==> src/rtl/cae_layer_sched.sv <==
// Layer scheduler for the 3-PE CAE datapath: walks one conv or FC layer per start,
// producing buffer addresses, datapath enables and a done/err status.
module cae_layer_sched #(
    parameter int OUT_CH        = 8,
    parameter int OUT_ROWS      = 4,
    parameter int FC_COLS       = 16,
    parameter int ADDR_WIDTH    = 8,
    parameter int FC_WCOL_WIDTH = 5,
    parameter int MEM_LAT       = 1,
    parameter int TIMEOUT       = 1024
) (
    input  logic                     clk,
    input  logic                     rst,
    input  logic                     start,
    input  logic                     layer_sel,
    input  logic                     abort,
    input  logic                     conv_comp,
    input  logic                     fc_line_done,
    input  logic                     fc_done,
    output logic                     rd_en,
    output logic [ADDR_WIDTH-1:0]    data_addr,
    output logic [ADDR_WIDTH-1:0]    weight_addr,
    output logic [ADDR_WIDTH-1:0]    bias_addr,
    output logic                     pe_enable,
    output logic                     layer,
    output logic [FC_WCOL_WIDTH-1:0] fc_wcol,
    output logic                     busy,
    output logic                     done,
    output logic                     err
);

    localparam int LAT_W = (MEM_LAT > 1) ? $clog2(MEM_LAT) : 1;
    localparam int WD_W  = (TIMEOUT > 1) ? $clog2(TIMEOUT) : 1;

    localparam logic [ADDR_WIDTH-1:0]    LAST_ROW  = ADDR_WIDTH'(OUT_ROWS - 1);
    localparam logic [ADDR_WIDTH-1:0]    LAST_FILT = ADDR_WIDTH'(OUT_CH - 1);
    localparam logic [ADDR_WIDTH-1:0]    ADDR_ZERO = ADDR_WIDTH'(0);
    localparam logic [ADDR_WIDTH-1:0]    ADDR_ONE  = ADDR_WIDTH'(1);
    localparam logic [FC_WCOL_WIDTH-1:0] LAST_COL  = FC_WCOL_WIDTH'(FC_COLS - 1);
    localparam logic [FC_WCOL_WIDTH-1:0] COL_ZERO  = FC_WCOL_WIDTH'(0);
    localparam logic [FC_WCOL_WIDTH-1:0] COL_ONE   = FC_WCOL_WIDTH'(1);
    localparam logic [LAT_W-1:0]         LAT_END   = LAT_W'(MEM_LAT - 1);
    localparam logic [LAT_W-1:0]         LAT_ZERO  = LAT_W'(0);
    localparam logic [LAT_W-1:0]         LAT_ONE   = LAT_W'(1);
    localparam logic [WD_W-1:0]          WD_END    = WD_W'(TIMEOUT - 1);
    localparam logic [WD_W-1:0]          WD_ZERO   = WD_W'(0);
    localparam logic [WD_W-1:0]          WD_ONE    = WD_W'(1);

    typedef enum logic [2:0] {
        S_IDLE    = 3'd0,
        S_FETCH   = 3'd1,
        S_COMPUTE = 3'd2,
        S_ADVANCE = 3'd3,
        S_DONE    = 3'd4
    } state_e;

    state_e                   state_q;
    logic                     rd_en_q;
    logic                     pe_enable_q;
    logic                     layer_q;
    logic                     busy_q;
    logic                     done_q;
    logic                     err_q;
    logic [ADDR_WIDTH-1:0]    data_addr_q;
    logic [ADDR_WIDTH-1:0]    weight_addr_q;
    logic [ADDR_WIDTH-1:0]    bias_addr_q;
    logic [FC_WCOL_WIDTH-1:0] fc_wcol_q;
    logic [LAT_W-1:0]         lat_q;
    logic [WD_W-1:0]          wd_q;

    logic flag_s;
    logic last_col_s;
    logic row_wrap_s;
    logic last_step_s;
    logic fc_early_s;

    // The address registers double as the loop counters: row in data_addr, filter/column in weight_addr.
    assign flag_s      = layer_q ? fc_line_done : conv_comp;
    assign last_col_s  = (fc_wcol_q == LAST_COL);
    assign row_wrap_s  = (data_addr_q == LAST_ROW);
    assign last_step_s = layer_q ? last_col_s : (row_wrap_s && (weight_addr_q == LAST_FILT));
    assign fc_early_s  = layer_q && fc_done && !last_col_s;

    // Layer sequencing FSM with all outputs registered.
    always_ff @(posedge clk or negedge rst) begin
        if (!rst) begin
            state_q       <= S_IDLE;
            rd_en_q       <= 1'b0;
            pe_enable_q   <= 1'b0;
            layer_q       <= 1'b0;
            busy_q        <= 1'b0;
            done_q        <= 1'b0;
            err_q         <= 1'b0;
            data_addr_q   <= ADDR_ZERO;
            weight_addr_q <= ADDR_ZERO;
            bias_addr_q   <= ADDR_ZERO;
            fc_wcol_q     <= COL_ZERO;
            lat_q         <= LAT_ZERO;
            wd_q          <= WD_ZERO;
        end else begin
            done_q <= 1'b0;
            if ((state_q != S_IDLE) && abort) begin
                state_q     <= S_IDLE;
                rd_en_q     <= 1'b0;
                pe_enable_q <= 1'b0;
                busy_q      <= 1'b0;
            end else begin
                case (state_q)
                    S_IDLE: begin
                        if (start) begin
                            state_q       <= S_FETCH;
                            layer_q       <= layer_sel;
                            err_q         <= 1'b0;
                            data_addr_q   <= ADDR_ZERO;
                            weight_addr_q <= ADDR_ZERO;
                            bias_addr_q   <= ADDR_ZERO;
                            fc_wcol_q     <= COL_ZERO;
                            lat_q         <= LAT_ZERO;
                            rd_en_q       <= 1'b1;
                            busy_q        <= 1'b1;
                        end else begin
                            state_q <= S_IDLE;
                        end
                    end
                    S_FETCH: begin
                        if (fc_early_s) begin
                            state_q <= S_DONE;
                            err_q   <= 1'b1;
                            rd_en_q <= 1'b0;
                            done_q  <= 1'b1;
                        end else if (lat_q == LAT_END) begin
                            state_q     <= S_COMPUTE;
                            rd_en_q     <= 1'b0;
                            pe_enable_q <= 1'b1;
                            wd_q        <= WD_ZERO;
                        end else begin
                            lat_q <= lat_q + LAT_ONE;
                        end
                    end
                    S_COMPUTE: begin
                        if (fc_early_s) begin
                            state_q     <= S_DONE;
                            err_q       <= 1'b1;
                            pe_enable_q <= 1'b0;
                            done_q      <= 1'b1;
                        end else if (flag_s) begin
                            // A flag on the final watchdog cycle still counts as a normal completion.
                            state_q     <= S_ADVANCE;
                            pe_enable_q <= 1'b0;
                            if (layer_q && last_col_s && !fc_done) begin
                                err_q <= 1'b1;
                            end else begin
                                err_q <= err_q;
                            end
                        end else if (wd_q == WD_END) begin
                            state_q     <= S_DONE;
                            err_q       <= 1'b1;
                            pe_enable_q <= 1'b0;
                            done_q      <= 1'b1;
                        end else begin
                            wd_q <= wd_q + WD_ONE;
                        end
                    end
                    S_ADVANCE: begin
                        if (fc_early_s) begin
                            state_q <= S_DONE;
                            err_q   <= 1'b1;
                            done_q  <= 1'b1;
                        end else if (last_step_s) begin
                            state_q <= S_DONE;
                            done_q  <= 1'b1;
                        end else begin
                            state_q <= S_FETCH;
                            rd_en_q <= 1'b1;
                            lat_q   <= LAT_ZERO;
                            if (layer_q) begin
                                fc_wcol_q     <= fc_wcol_q + COL_ONE;
                                weight_addr_q <= weight_addr_q + ADDR_ONE;
                                bias_addr_q   <= bias_addr_q + ADDR_ONE;
                            end else if (row_wrap_s) begin
                                data_addr_q   <= ADDR_ZERO;
                                weight_addr_q <= weight_addr_q + ADDR_ONE;
                                bias_addr_q   <= bias_addr_q + ADDR_ONE;
                            end else begin
                                data_addr_q <= data_addr_q + ADDR_ONE;
                            end
                        end
                    end
                    S_DONE: begin
                        state_q <= S_IDLE;
                        busy_q  <= 1'b0;
                    end
                    default: begin
                        state_q     <= S_IDLE;
                        rd_en_q     <= 1'b0;
                        pe_enable_q <= 1'b0;
                        busy_q      <= 1'b0;
                    end
                endcase
            end
        end
    end

    assign rd_en       = rd_en_q;
    assign pe_enable   = pe_enable_q;
    assign layer       = layer_q;
    assign busy        = busy_q;
    assign done        = done_q;
    assign err         = err_q;
    assign data_addr   = data_addr_q;
    assign weight_addr = weight_addr_q;
    assign bias_addr   = bias_addr_q;
    assign fc_wcol     = fc_wcol_q;

endmodule
==> config.mk <==
export PLATFORM = sky130hd
export DESIGN_NAME = cae_layer_sched
export DESIGN_NICKNAME = d
export VERILOG_FILES = /design/src/rtl/cae_layer_sched.sv
export SDC_FILE = /design/constraint.sdc
export NUM_CORES = 1
export LEC_CHECK = 0
export BUFFER_PORTS_ARGS = -buffer_cell sky130_fd_sc_hd__buf_2
export CAP_MARGIN = 20
export CELL_PAD_IN_SITES_DETAIL_PLACEMENT = 1
export CELL_PAD_IN_SITES_GLOBAL_PLACEMENT = 2
export CORE_MARGIN = 5
export CORE_UTILIZATION = 37
export DETAILED_ROUTE_END_ITERATION = 10
export PLACE_DENSITY_LB_ADDON = 0.1
export SLEW_MARGIN = 10
export SYNTH_ARGS = -nofsm -noshare
export SYNTH_HDL_FRONTEND = slang
export SYNTH_SLANG_ARGS = --single-unit
export TNS_END_PERCENT = 1
==> constraint.sdc <==
create_clock -name clk -period 5.3 [get_ports clk]
set_clock_uncertainty 0.05 [all_clocks]
set_input_delay 0.795 -clock clk [delete_from_list [all_inputs] [get_ports clk]]
set_output_delay 0.795 -clock clk [all_outputs]
set_load 0.02 [all_outputs]
==> key figures, run 1 <==
Final layout
  – Finished Layout Cells: about 460
  – # fillers: between 900 and 1000
  – Layout cell share with drive strength beyond 1: between 15 and 20%
  – Area grow syn2layout: 15.3%
  – Post-layout nets: 366
  – # diodes: 0

Pwr
  – VDD IR-drop max: 0.193 mV
  – Total power per unit cell area: 369 nW/um2
  – Pwr Total: approximately 1.2 mW
  – Leak: 1.46 nW

Route
  – Initial DRC Count: 32
  – Drt total wl: 7660 um
  – Pre-antenna DRT Iters: 4
  – WL/cell: 16.8 um
  – Vias per cell: between 5 and 6
  – Drt drc: 0
  – Vias post-DR: about 2600
  – Antenna-violating nets left: 0

GRT
  – First-pass GRT wire length: between 10000 and 15000 um
  – Vias in the first global route: 2620
  – Grt total ovfl: 0
  – Largest net degree at the start of global routing: between 40 and 50
  – Initial antenna violation count: 0
  – GRT Overall Usage: roughly 16%

Clock tree
  – Hold_buf cts: 0
  – Clock Latency Late Sink: approximately 0.31 ns
  – Number of post-CTS setup repair buffers: 0
  – Post-cts gate resize count: 0
  – Sink Count: 48
  – CTS tree: done
  – Clock-pin slew on the worst setup and hold paths: ~0.090 ns
  – H-tree depth: 2
  – TritonCTS Buffers: 5
  – Clock Tree Buf Depth: 2
  – CTS root buf: clkbuf_8

Setup path
  – R2R Path End: wd_q[9]$_DFFE_PN0P_
  – R2R depth: 8
  – Cell family with most CP delay: simple AND/OR/NAND/NOR gates
  – CP max stage cell: or4b_2
  – Setup crit end kind: register
  – Worst path required time: 5.48 ns
  – CP bufs+invs: 0
  – Crit path cell chain: ha_1 > and3_1 > ha_1 > and3b_1 > o22a_1 > o22a_1 > or4b_2 > a21oi_1
  – Critical Path AT: between 3 and 4 ns
  – Worst Setup Start Kind: register
  – R2R Setup Slk: about 2.4 ns
  – CP Class: register to register
  – FF-to-FF Start: fc_wcol[0]$_DFFE_PN0P_
  – Maximum fanout along the worst path: 17
  – Delay of the slowest cell on the worst path: 0.70 ns

Floorplan
  – DIE AREA: about 9500 um2
  – Starting Density: 37.2%
  – Site Rows: 32
  – I/O pin cnt: 43
  – DIE WIDTH: about 100 um
  – Die height: just under 100 um
  – Core ar.: 7610 um2

Synthesis
  – Count leader, synth: dfrtp_1
  – Yosys warning total: 0
  – Register area share after synthesis: ~42%
  – Yosys top cell area share: a little over two fifths
  – Post-synth EDFFs: 0
  – Async SR Flop Fraction: 100%
  – Commonest cells post-synth: 48 x dfrtp_1, 34 x nand2_1, 32 x a21oi_1
  – Area leader, netlist: dfrtp_1
  – Synth unique cells: 52
  – Syn Nets: 330
  – Syn_area_per_cell: approximately 9 um2
  – Mapped cell area: around 2800 um2
  – Number of synthesized register bits: 48
  – Ranking of synthesized cells by area: dfrtp_1 42%, a21oi_1 5.7%, o31ai_1 5.3%, or4_1 4.8%, nand2_1 4.5%
  – Most used DFF post-synth: dfrtp_1
  – Post-Synthesis Cells: roughly 320

Timing
  – Slew Limit Fails: 0
  – Worst-Margin Slew: a little over 1 ns
  – Max Clk Rate: ~350 MHz
  – RSZ-0062 raised after global routing: no
  – Post-Route Setup TNS: 0 ns
  – Period utilisation layout: 54.0%
  – Final hold viol count: 0
  – Shortest period the worst path allows: roughly 2.9 ns
  – Relative slew slack: 31.9%
  – Final setup violation count: 0

Placement
  – Dpl cells: 447
  – Sum of net half-perimeters after detailed placement: ~5400 um
  – Gpl congestion: between 0.7 and 0.8
  – PortBufs: between 40 and 50

Run status
  – Run status: finished clean

Min path
  – Worst hold start: err$_DFFE_PN0P_
  – Hold Path Class: register to register
  – Hold path depth: 2
  – Hold EP: err$_DFFE_PN0P_

Flow run
  – Maxcap violations: 0
## worst reg2reg max path, cell delays in order (launching register included)
cell     delay (ns)
dfrtp_1        0.41
ha_1           0.18
and3_1         0.16
ha_1           0.31
and3b_1        0.27
o22a_1         0.17
o22a_1         0.37
or4b_2         0.70
a21oi_1        0.16
## through the flow
stage / area, um2 / util (%) / hold WS [ns] / worst slack, ns
3_3_place_gp: 3100 / 40.8 / 0.431 / 2.45
4_1_cts: 3270 / 42.9 / 0.471 / 2.43
2_1_floorplan: 2830 / - / 0.408 / 2.72
3_5_place_dp: 3110 / 40.8 / 0.453 / 2.46
5_1_grt: 3270 / 42.9 / 0.486 / 2.24
6_report: 3270 / 42.9 / 0.462 / 2.44
## flip-flops by register name, summed over array words and instances (netlist names)
name,cells
bias_addr,8
busy,1
data_addr,8
done,1
err,1
fc_wcol,5
layer,1
pe_enable,1
rd_en,1
state_q,3
wd_q,10
weight_addr,8
## how the worst max path moves through the flow
| stage | to | slack [ns] | cells past startpoint | startpoint |
|---|---|---|---|---|
| final | wd_q[9]$_DFFE_PN0P_ | 2.44 | 8 | fc_wcol[0]$_DFFE_PN0P_ |
| after global routing | bias_addr[5]$_DFFE_PN0P_ | 2.24 | 5 | layer$_DFFE_PN0P_ |
| after CTS | wd_q[9]$_DFFE_PN0P_ | 2.43 | 8 | fc_wcol[0]$_DFFE_PN0P_ |
| after detailed placement | wd_q[9]$_DFFE_PN0P_ | 2.46 | 8 | fc_wcol[0]$_DFFE_PN0P_ |
| after global placement | wd_q[9]$_DFFE_PN0P_ | 2.45 | 8 | fc_wcol[0]$_DFFE_PN0P_ |
| after floorplan | wd_q[9]$_DFFE_PN0P_ | 2.72 | 8 | fc_wcol[0]$_DFFE_PN0P_ |
## cells by family (layout without fill, tap and decap cells)
group           after synthesis  count (layout)  share of synthesized area [%]
xor+xnor                      3               3                          0.928
simple gates                129             129                           25.8
fa+ha+maj                     6               6                           2.65
buf+inv                      22              59                           3.75
mux                           3               3                           1.10
compound gates              105             105                           23.3
flops                        48              48                           42.4
## power breakdown
| group | total (mW) | switching [mW] | internal (mW) |
|---|---|---|---|
| sequential | 0.468 | 0.0667 | 0.401 |
| clock | 0.369 | 0.133 | 0.236 |
| combinational | 0.369 | 0.250 | 0.119 |
| total | 1.21 | 0.450 | 0.755 |
## area by class of cell
| cell class | instances | area (um2) | area share [%] |
|---|---|---|---|
| tap | 102 | 128 | 3.91 |
| multi-input combinational | 246 | 1530 | 46.7 |
| sequential | 48 | 1200 | 36.8 |
| inverter | 6 | 22.5 | 0.690 |
| clock inverter | 3 | 90.1 | 2.76 |
| clock buffer | 5 | 68.8 | 2.11 |
| timing repair buffer | 45 | 230 | 7.05 |
## routing by layer
| layer | up-vias | global-route usage, % | part of all wire, % |
|---|---|---|---|
| li1 | 1267 | - | - |
| met1 | 1292 | 23.2 | 50 |
| met2 | 35 | 26.5 | 46 |
| met3 | 4 | 3.09 | 3.2 |
| met4 | 0 | 3.19 | 0.80 |
| met5 | - | 0 | 0 |
## cell usage in the layout (no fill, tap or decap), drive strengths merged, types with 3 or more instances in the layout
cell,count
a21o,5
a21oi,33
a22o,3
a31oi,5
and3,9
buf,45
bufinv,3
clkbuf,5
dfrtp,48
ha,6
inv,6
nand2,34
nand2b,3
nand3,15
nand3b,4
nand4,3
nor2,15
nor2b,3
nor3,4
nor4,3
o21ai,25
o22a,3
o31ai,20
o41ai,3
or2,3
or3b,3
or4,18
No activity file was read; power rests on OpenSTA's default activity.
==> run 2: changes to the inputs <==
--- a/config.mk
+++ b/config.mk
@@ -10,7 +10,7 @@
 export CELL_PAD_IN_SITES_DETAIL_PLACEMENT = 1
 export CELL_PAD_IN_SITES_GLOBAL_PLACEMENT = 2
 export CORE_MARGIN = 5
-export CORE_UTILIZATION = 37
+export CORE_UTILIZATION = 31
 export DETAILED_ROUTE_END_ITERATION = 10
 export PLACE_DENSITY_LB_ADDON = 0.1
 export SLEW_MARGIN = 10
==> constraint.sdc (replaced) <==
create_clock -name clk -period 2.31 [get_ports clk]
set_clock_uncertainty 0.05 [all_clocks]
set_input_delay 0.3465 -clock clk [delete_from_list [all_inputs] [get_ports clk]]
set_output_delay 0.3465 -clock clk [all_outputs]
set_load 0.02 [all_outputs]
==> key figures, run 2 (synthesized netlist as in run 1, its figures left out) <==
Clock tree
  – H-tree depth: 2
  – CTS root buf: clkbuf_8
  – CTS tree: done
  – Clock Tree Buf Depth: 2
  – TritonCTS Buffers: 5
  – Clock Latency Late Sink: between 0.3 and 0.4 ns
  – Sink Count: 48
  – Clock-pin slew on the worst setup and hold paths: approximately 0.10 ns

Pwr
  – VDD IR-drop max: 0.379 mV
  – Reg power frac: between 30% and 40%
  – Leak: between 1.5 and 2 nW
  – Sw Pwr: 1.14 mW
  – Internal Pwr Total: 1.73 mW
  – Comb pwr share: about two fifths
  – Total power per unit cell area: ~790 nW/um2
  – Pwr Total: 2.88 mW
  – Sw Share: about two fifths
  – Power share of the clock group: a little under a quarter

Timing
  – Post-Route Setup TNS: 0 ns
  – Final setup violation count: 0
  – Slew Limit Fails: 0
  – Worst-Margin Slew: ~0.55 ns
  – Relative slew slack: a little under two thirds
  – Period utilisation layout: between 90% and 100%
  – RSZ-0062 raised after global routing: yes
  – Max Clk Rate: 436 MHz
  – Final worst slack: about 0.018 ns
  – Shortest period the worst path allows: around 2.3 ns
  – Final hold viol count: 0

Floorplan
  – I/O pin cnt: 43
  – Core ar.: 8810 um2
  – Die height: approximately 110 um
  – Site Rows: 34
  – Starting Density: around 32%
  – DIE WIDTH: approximately 110 um
  – DIE AREA: between 10000 and 15000 um2

Placement
  – Dpl ws: -0.118 ns
  – Gpl congestion: between 0.7 and 0.8
  – Sum of net half-perimeters after detailed placement: ~6300 um
  – PortBufs: between 40 and 50
  – Dpl cells: approximately 490

Final layout
  – Biggest register: wd_q
  – Post-layout nets: just over 400
  – Commonest non-fill, non-tap cell in the layout: dfrtp_1
  – Area grow syn2layout: 29.3%
  – Layout Utilization: between 40% and 50%
  – Most frequent cells in the layout: 46 x dfrtp_1, 42 x buf_2, 36 x buf_4, 34 x nand2_1, 29 x a21oi_1
  – Finished Layout Cells: roughly 500
  – Max reg flops: 10
  – Layout cell share with drive strength beyond 1: a little under a third
  – # diodes: 0

Setup path
  – Maximum fanout along the worst path: 7
  – R2R depth: 8
  – Worst Setup Start Kind: register
  – Worst path required time: between 2 and 2.5 ns
  – Critical Path AT: around 2.5 ns
  – Setup crit end kind: register
  – CP Class: register to register

Route
  – Vias per cell: ~5.5
  – Pre-antenna DRT Iters: 4
  – Antenna-violating nets left: 0
  – WL/cell: 17.4 um
  – Initial DRC Count: 90
  – Drt drc: 0
  – Vias post-DR: about 2700
  – Drt total wl: ~8700 um

GRT
  – GRT Overall Usage: roughly 16%
  – Grt total ovfl: 0
  – Initial antenna violation count: 0
  – Vias in the first global route: around 2800
  – First-pass GRT wire length: 14500 um
  – Largest net degree at the start of global routing: 28

Flow run
  – Maxcap violations: 0

Run status
  – Run status: finished clean

Min path
  – Hold path depth: 3
  – Hold Path Class: input pin to register
-- run 2: layer usage --
| layer | vias to the layer above | share of wire (%) | GRT usage [%] |
|---|---|---|---|
| met4 | 0 | 0.79 | 3.52 |
| met3 | 7 | 3.7 | 3.18 |
| met5 | - | 0 | 0 |
| li1 | 1343 | - | - |
| met2 | 38 | 46 | 25.2 |
| met1 | 1358 | 49 | 22.0 |
-- run 2: timing repair --
item,in CTS,in global routing
hold buffers,1,0
buffers inserted,0,3
gates resized for setup,6,14
endpoints found under the hold margin,21,0
pin swaps,1,9
cloned,0,0
setup endpoints to repair,12,11
-- run 2: worst max-delay path: stages, from the launching register on --
cell and delay, ns:
dfrtp_2 0.40, ha_4 0.14, and3_4 0.18, ha_4 0.16, and3b_2 0.22, o22a_1 0.17, o22a_4 0.25, or4b_4 0.52
a21oi_1 0.14
-- run 2: power groups by stage --
stage / clock network (mW) / logic (mW) / registers, mW
after floorplan: 0 / 0.645 / 1.06
after global placement: 0 / 1.10 / 1.03
after detailed placement: 0 / 1.11 / 1.03
after CTS: 0.701 / 1.13 / 1.02
after global routing: 0.737 / 1.32 / 1.03
final: 0.673 / 1.19 / 1.01
-- run 2: final timing paths --
check | from | end | slack, ns
hold / removal | layer_sel | layer$_DFFE_PN0P_ | 0.18
setup reg to reg | fc_wcol[1]$_DFFE_PN0P_ | wd_q[9]$_DFFE_PN0P_ | 0.02
max in group asynchronous | rst | done$_DFF_PN0_ | 1.16
min in group asynchronous | rst | weight_addr[2]$_DFFE_PN0P_ | 0.49
setup / recovery | fc_wcol[1]$_DFFE_PN0P_ | wd_q[9]$_DFFE_PN0P_ | 0.02
hold reg to reg | busy$_DFFE_PN0P_ | busy$_DFFE_PN0P_ | 0.48
-- run 2: area by class of cell --
cell class	instances	area [um2]
timing repair buffer	82	542
clock inverter	2	38.8
multi-input combinational	246	1640
fill	1057	5140
inverter	6	22.5
tap	108	135
sequential	48	1200
clock buffer	6	82.6
-- run 2: stage by stage --
step | hold slack [ns] | instance area, um2
floorplan | 0.000909 | 2870
global placement | 0.322 | 3430
detailed placement | 0.320 | 3430
CTS | 0.174 | 3580
global route | 0.219 | 3660
finish | 0.185 | 3660
